===== src/rtl/unstep_buffer.sv =====
// unstep_buffer: per-lane delay lines that realign staggered accumulator lanes so all lanes emerge together.
// Optional lane-alignment monitor is built when UNSTEP_ALIGN_CHECK_EN is defined.
module unstep_buffer #(
  parameter int WORD_WIDTH        = 32,
  parameter int STEPS             = 4,
  parameter int ACCUMULATOR_DELAY = 4,
  parameter int TUSER_WIDTH       = 8
) (
  input  logic                   aclk,
  input  logic                   areset,
  input  logic                   aclken,
  input  logic                   is_1x1,
  input  logic                   s_valid [STEPS-1:0],
  input  logic                   s_last  [STEPS-1:0],
  input  logic [WORD_WIDTH-1:0]  s_data  [STEPS-1:0],
  input  logic [TUSER_WIDTH-1:0] s_user  [STEPS-1:0],
  output logic                   m_valid [STEPS-1:0],
  output logic                   m_last  [STEPS-1:0],
  output logic [WORD_WIDTH-1:0]  m_data  [STEPS-1:0],
  output logic [TUSER_WIDTH-1:0] m_user  [STEPS-1:0],
  output logic                   align_err
);

  localparam int A  = ACCUMULATOR_DELAY;
  localparam int BW = WORD_WIDTH + TUSER_WIDTH + 2;

  function automatic int skew(input int i);
    return (i == 0) ? 0 : i * (A - 2) + 1;
  endfunction

  localparam int DMAX = skew(STEPS - 1);
  localparam int CW   = $clog2(DMAX + 2);
  localparam logic [CW-1:0] FLUSH_LOAD = CW'(DMAX + 1);

  // Beat packing: {valid, last, data, user} travels as one word so a beat is never split.
  logic [BW-1:0] pre_beat [STEPS-1:0];

  generate
    for (genvar gi = 0; gi < STEPS; gi++) begin : g_lane
      localparam int DEPTH = DMAX - skew(gi);
      logic [BW-1:0] in_beat;
      logic [BW-1:0] delayed;

      assign in_beat = {s_valid[gi], s_last[gi], s_data[gi], s_user[gi]};

      if (DEPTH > 0) begin : g_pipe
        logic [BW-1:0] stage_reg [DEPTH];

        always_ff @(posedge aclk) begin
          if (areset) begin
            for (int s = 0; s < DEPTH; s++) stage_reg[s] <= '0;
          end else if (aclken) begin
            stage_reg[0] <= in_beat;
            for (int s = 1; s < DEPTH; s++) stage_reg[s] <= stage_reg[s-1];
          end
        end

        assign delayed = stage_reg[DEPTH-1];
      end else begin : g_bypass
        assign delayed = in_beat;
      end

      assign pre_beat[gi] = is_1x1 ? in_beat : delayed;
    end
  endgenerate

  logic          mode_reg;
  logic [CW-1:0] flush_cnt_reg;
  logic [CW-1:0] flush_cnt_next;
  logic          flushing;

  // Masking keys off the post-edge count so the qualifiers stay low exactly DMAX+1 cycles.
  always_comb begin
    flush_cnt_next = flush_cnt_reg;
    if (is_1x1 != mode_reg) flush_cnt_next = FLUSH_LOAD;
    else if (flush_cnt_reg != '0) flush_cnt_next = flush_cnt_reg - CW'(1);
  end

  assign flushing = (flush_cnt_next != '0);

  always_ff @(posedge aclk) begin
    if (areset) begin
      mode_reg      <= is_1x1;
      flush_cnt_reg <= '0;
      for (int i = 0; i < STEPS; i++) begin
        m_valid[i] <= 1'b0;
        m_last[i]  <= 1'b0;
        m_data[i]  <= '0;
        m_user[i]  <= '0;
      end
    end else if (aclken) begin
      mode_reg      <= is_1x1;
      flush_cnt_reg <= flush_cnt_next;
      for (int i = 0; i < STEPS; i++) begin
        m_valid[i] <= pre_beat[i][BW-1] & ~flushing;
        m_last[i]  <= pre_beat[i][BW-2] & ~flushing;
        m_data[i]  <= pre_beat[i][BW-3 -: WORD_WIDTH];
        m_user[i]  <= pre_beat[i][TUSER_WIDTH-1:0];
      end
    end
  end

`ifdef UNSTEP_ALIGN_CHECK_EN
  logic mismatch;
  logic align_err_reg;

  always_comb begin
    mismatch = 1'b0;
    for (int i = 1; i < STEPS; i++) begin
      if (pre_beat[i][BW-1 -: 2] != pre_beat[0][BW-1 -: 2]) mismatch = 1'b1;
    end
  end

  always_ff @(posedge aclk) begin
    if (areset) align_err_reg <= 1'b0;
    else if (aclken && !flushing && mismatch) align_err_reg <= 1'b1;
  end

  assign align_err = align_err_reg;
`else
  assign align_err = 1'b0;
`endif

endmodule

===== config.mk =====
export PLATFORM = sky130hd
export DESIGN_NAME = unstep_buffer
export DESIGN_NICKNAME = d
export VERILOG_FILES = /design/src/rtl/unstep_buffer.sv
export SDC_FILE = /design/constraint.sdc
export NUM_CORES = 1
export LEC_CHECK = 0
export ABC_AREA = 1
export BUFFER_PORTS_ARGS = -buffer_cell sky130_fd_sc_hd__buf_2
export CORE_ASPECT_RATIO = 1.4
export CORE_MARGIN = 3
export CORE_UTILIZATION = 50
export DETAILED_ROUTE_END_ITERATION = 16
export GPL_ROUTABILITY_DRIVEN = 0
export GPL_TIMING_DRIVEN = 0
export PLACE_DENSITY = 0.7
export SYNTH_ARGS = -nofsm -noshare
export SYNTH_HDL_FRONTEND = slang
export SYNTH_SLANG_ARGS = --single-unit
export TNS_END_PERCENT = 5

===== constraint.sdc =====
create_clock -name aclk -period 14.8 [get_ports aclk]
set_input_delay 0.74 -clock aclk [delete_from_list [all_inputs] [get_ports aclk]]
set_output_delay 0.74 -clock aclk [all_outputs]
set_load 0.005 [all_outputs]

* After elaboration in Yosys (flattened, before gate mapping) *
Memory sizes are Yosys's and may differ from the RTL's.
Cells that the tools add are included.

word-level totals
  RAM bits = 546
  bits in registers = 173
  output and inout port bits = 169
  input bits = 172
  memories = 3

operators by class
  multiplexer cells = 25
  bitwise gates (word level) = 22
  add/sub/neg operators = 1
  equality and inequality tests = 1
  reductions and logical operators = 3

memory list
  memory                      depth  width  rd ports  clocked after memory_dff  wr ports  line  RTL
  g_lane[0].g_pipe.stage_reg  7      42     7         0                         7         47    logic [BW-1:0] stage_reg [DEPTH];
  g_lane[1].g_pipe.stage_reg  4      42     4         0                         4         47
  g_lane[2].g_pipe.stage_reg  2      42     2         0                         2         47

operator list
  kind                                                                number
  42-bit two-way mux                                                  16
  1-bit bitwise OR                                                    13
  1-bit AND                                                           8
  4-bit two-way mux                                                   2
  4-bit nonzero test                                                  2
  1-bit two-way mux                                                   7
  4-bit by 1-bit subtractor with 4-bit output, second input constant  1
  2-bit nonzero test                                                  1
  1-bit != test                                                       1
  1-bit NOT                                                           1

* Logic depth before layout (Yosys ltp) *
  depth in word-level cells = 6
  mapped depth = 10
  depth with buffers taken out = 10

* Worst setup path before layout *
No wires, ideal clock.

  kind = input to register
  start point = in areset
  end point = mem g_lane[0].g_pipe.stage_reg[0][0] (netlist bit) (enable)
  data required time = 13.903 ns
  arrival time = 11.670 ns
  stages on the path = 4
  slack = 2.234 ns
  path buffers = 2
  cells stage by stage = buf_6 -> nor2_2 -> buf_2 -> inv_1

RTL lines
  what         line  RTL
  from (decl)  10    input logic areset,
  to (decl)    47

* Final worst setup path *
  start point = in is_1x1
  end point = reg m_data[59] (netlist bit)

between the ends
  word-level cells in the longest chain between the ends = 1

ends and longest elaborated chain
  what                             line  RTL
  from (decl)                      12    input logic is_1x1,
  42-bit two-way mux               63    assign pre_beat[gi] = is_1x1 ? in_beat : delayed;
  to (signal, indexed assignment)  97    m_data[i] <= pre_beat[i][BW-3 -: WORD_WIDTH];
  to (decl)                        19    output logic [WORD_WIDTH-1:0] m_data [STEPS-1:0],

Every way passes these cells.
A chain may end at the register's enable or synchronous reset.

==> metrics.csv <==
stage,metric,value,unit
global_route,grtUsageTotal,20.2,%
logic_synthesis,yosys.area_share.xor_xnor,0.0522,%
logic_synthesis,synth-simple-area-share,19.9,%
logic_synthesis,synthCells,2538,
timing,grt_setup_unrepaired,no,
timing,hold_viol_final,0,
critical_path,path_common_cell,buf_2,
final_layout,fill_cells,4968,
final_layout,drive_above_1_share,30.4,%
critical_path,crit_path_end_kind,register,
global_route,grt_pass1_wl,102,mm
critical_path,cpMaxStageDelayCell,buf_2,
clock_network,path_clk_slew,0.06,ns
final_layout,largest_reg_flops,546,
drt,dr.pass1.iters,5,
drt,drtIter0Drc,1383,
drt,vias,18200,
logic_synthesis,synthAdderAreaFrac,0.0402,%
global_route,antenna_found_initial,5,
logic_synthesis,synth.distinct_cells,27,
final_layout,stdcell_count,3823,
drt,drc,0,
die,core_area,61300,µm²
global_route,grt.overflow.total,0,
logic_synthesis,synth.avg_cell_area,12.3,µm²
clock_network,post_cts_buffers,0,
global_route,grt_pass1_vias,18500,
pwr,p_sw,0.00104,W
timing,setup_viol,0,
hold_path,hold_path.class,in2reg,
drt,ant_nets,0,
global_route,grt_max_degree,139,
die,die_area,65400,µm²
die,start_util,50.8,%
pwr,p_seq_share,52.7,%
place,placed_cells,3697,
critical_path,crit_buf_inv,5,
die,die_w,217,µm
clock_network,clk_latency,0.59,ns
clock_network,h-tree-depth,3,
final_layout,syn_to_final_growth,16.0,%
timing,skew,0.0215,ns
pwr,cell_internal_pwr,0.00343,W
final_layout,final_nets,3124,
drt,route.final.wire_length,65.7,mm
timing,finalCritPeriodShare,16.9,%
logic_synthesis,synth.area.mux_share,0,%
clock_network,clock-root-buffer,clkbuf_16,
critical_path,worst-setup-path-type,in2reg,
logic_synthesis,synth_compound_area_share,5.20,%
place,placed_cell_area,34000,µm²
logic_synthesis,ys_ff_latch,719,
final_layout,finalInstanceArea,36100,µm²
critical_path,path_cells,buf_2 -> buf_2 -> buf_4 -> buf_2 -> buf_2 -> a21oi_1 -> o21ai_0 -> nand2_1,
timing,min_period,2.50,ns
flow_run,cap_violations,0,
critical_path,crit_path_start_kind,input pin,
clock_network,numCtsBuffers,69,
critical_path,required,15.27,ns
clock_network,cts_resized,0,
critical_path,max_stage_delay,0.48,ns
pwr,pwr-share-clk,38.3,%
pwr,p_comb_share,9.0,%
logic_synthesis,syn_area,31100,µm²
pwr,swShare,23.2,%
pwr,power_density,124,nW/µm²
critical_path,cp_data_arrival_time,2.97,ns
timing,fmax,400,MHz
logic_synthesis,synth_top_family_by_area,simple AND/OR/NAND/NOR gates,
drt,wl_per_cell,17.2,µm
die,io_pins,341,
critical_path,worstPathMaxFanout,10,
pwr,p_leak,15.1,nW
place,portBuffers,338,
critical_path,path_delay_family,buffers and inverters,
die,rows,107,
timing,relSlewSlack,40.2,%
clock_network,cts_tree,built,
place,hpwl,45.6,mm
pwr,vdd_drop_max,0.0000828,V
timing,worst_pin_slew,0.897,ns
pwr,finalPower,0.00447,W
status,outcome,"complete, no violations",
drt,viasPerCell,4.77,
logic_synthesis,yosysSeqAreaShare,63.8,%
clock_network,clock_sinks,719,
clock_network,ctsHoldBuffers,0,
timing,slew_violations,0,
clock_network,cts_max_path_buffers,3,
logic_synthesis,yosysWarnings,0,
logic_synthesis,syn_nets,2711,
die,die_h,301,µm
[power groups by stage]
stage	Clock (W)	Combinational [W]	Sequential [W]
4_1_cts	0.00176	0.000409	0.00235
3_5_place_dp	0	0.000406	0.00240
3_3_place_gp	0	0.000391	0.00244
5_1_grt	0.00184	0.000443	0.00237
6_report	0.00171	0.000403	0.00236
2_1_floorplan	0	0.000270	0.00242
[synth_stat cells]
master / instances / area (µm²)
clkinv_1: 1 / 3.75
dfxtp_1: 172 / 3440
nand4_1: 1 / 6.26
buf_2: 19 / 95.1
clkbuf_1: 33 / 124
nand2_1: 268 / 1010
edfxtp_1: 547 / 16400
conb_1: 1 / 3.75
or2_1: 1 / 6.26
a21oi_1: 120 / 601
buf_12: 44 / 881
buf_1: 13 / 48.8
ha_1: 1 / 12.5
a211oi_1: 6 / 45.0
o22ai_1: 2 / 12.5
inv_1: 556 / 2090
and2_1: 1 / 6.26
xnor2_2: 1 / 16.3
nor2_1: 156 / 586
buf_4: 5 / 37.5
o21ai_1: 66 / 330
a22o_1: 40 / 350
o21ai_0: 56 / 280
nor2_2: 1 / 6.26
nor2_4: 401 / 4520
buf_6: 13 / 146
nand3_1: 13 / 65.1
[worst register-to-register path, stage by stage, from the launching register on]
cell	delay, ns
dfxtp_1	0.37
inv_1	0.09
ha_1	0.27
nand3_1	0.12
nand2_1	0.06
and2_1	0.21
nor2_4	0.21
nand3_1	0.12
nand2_1	0.07
[kinds of logic after synthesis]
family	count (synthesis)
compound gates	290
xor+xnor	1
flops	719
simple gates	842
fa+ha+maj	1
other cells	1
buf+inv	684
[cell type report]
| cell class | count | area, µm² | area share (%) |
|---|---|---|---|
| flip-flops and latches | 719 | 19900 | 55.0 |
| inverters | 557 | 2100 | 5.81 |
| clock inverters | 17 | 183 | 0.506 |
| repair buffers | 342 | 1800 | 4.99 |
| multi-input cells | 1135 | 7850 | 21.7 |
| plain buffers | 127 | 1330 | 3.69 |
| diodes | 2 | 5.00 | 0.0139 |
| clock buffers | 107 | 1970 | 5.46 |
| well taps | 817 | 1020 | 2.83 |
[metal layers]
layer	vias to the layer above	part of all wire [%]	GRT usage [%]
met1	8846	40	25.6
li1	8777	-	-
met3	107	5.2	3.27
met5	-	0.047	0
met2	489	52	35.0
met4	4	3.0	7.54
[stage by stage]
step           setup TNS (ns)  utilization (%)  worst slack (ns)  hold WS [ns]
2_1_floorplan               0                -              2.23         0.418
3_3_place_gp          -984.69             55.2             -1.91         0.429
3_5_place_dp                0             55.4             11.66         0.432
4_1_cts                     0             58.9             12.29         0.314
5_1_grt                     0             58.9             12.26         0.336
6_report                    0             58.9             12.30         0.365
[final timing paths]
kind | end | slack [ns] | depth (start not counted) | startpoint
max reg2reg | m_valid[3]$_SDFFE_PP0P_ | 13.24 | 8 | flush_cnt_reg[0]$_SDFFE_PP0P_
min | m_data[123]$_SDFFE_PP0P_ | 0.37 | 2 | s_data[123]
max | m_data[59]$_SDFFE_PP0P_ | 12.30 | 8 | is_1x1
min reg2reg | m_user[14]$_SDFFE_PP0P_ | 0.44 | 2 | g_lane[1].g_pipe.stage_reg[3][6]$_SDFFCE_PN0P_
[placed cells by master, fill, tap and decap left out, types with 40 or more instances in the layout]
master	instances
inv_1	555
edfxtp_1	547
nor2_4	401
buf_2	357
nand2_1	268
dfxtp_1	172
nor2_1	156
a21oi_1	120
clkbuf_16	71
o21ai_1	66
clkbuf_1	63
o21ai_0	56
buf_12	44
a22o_1	40
Power figures use the tool's default switching activity.
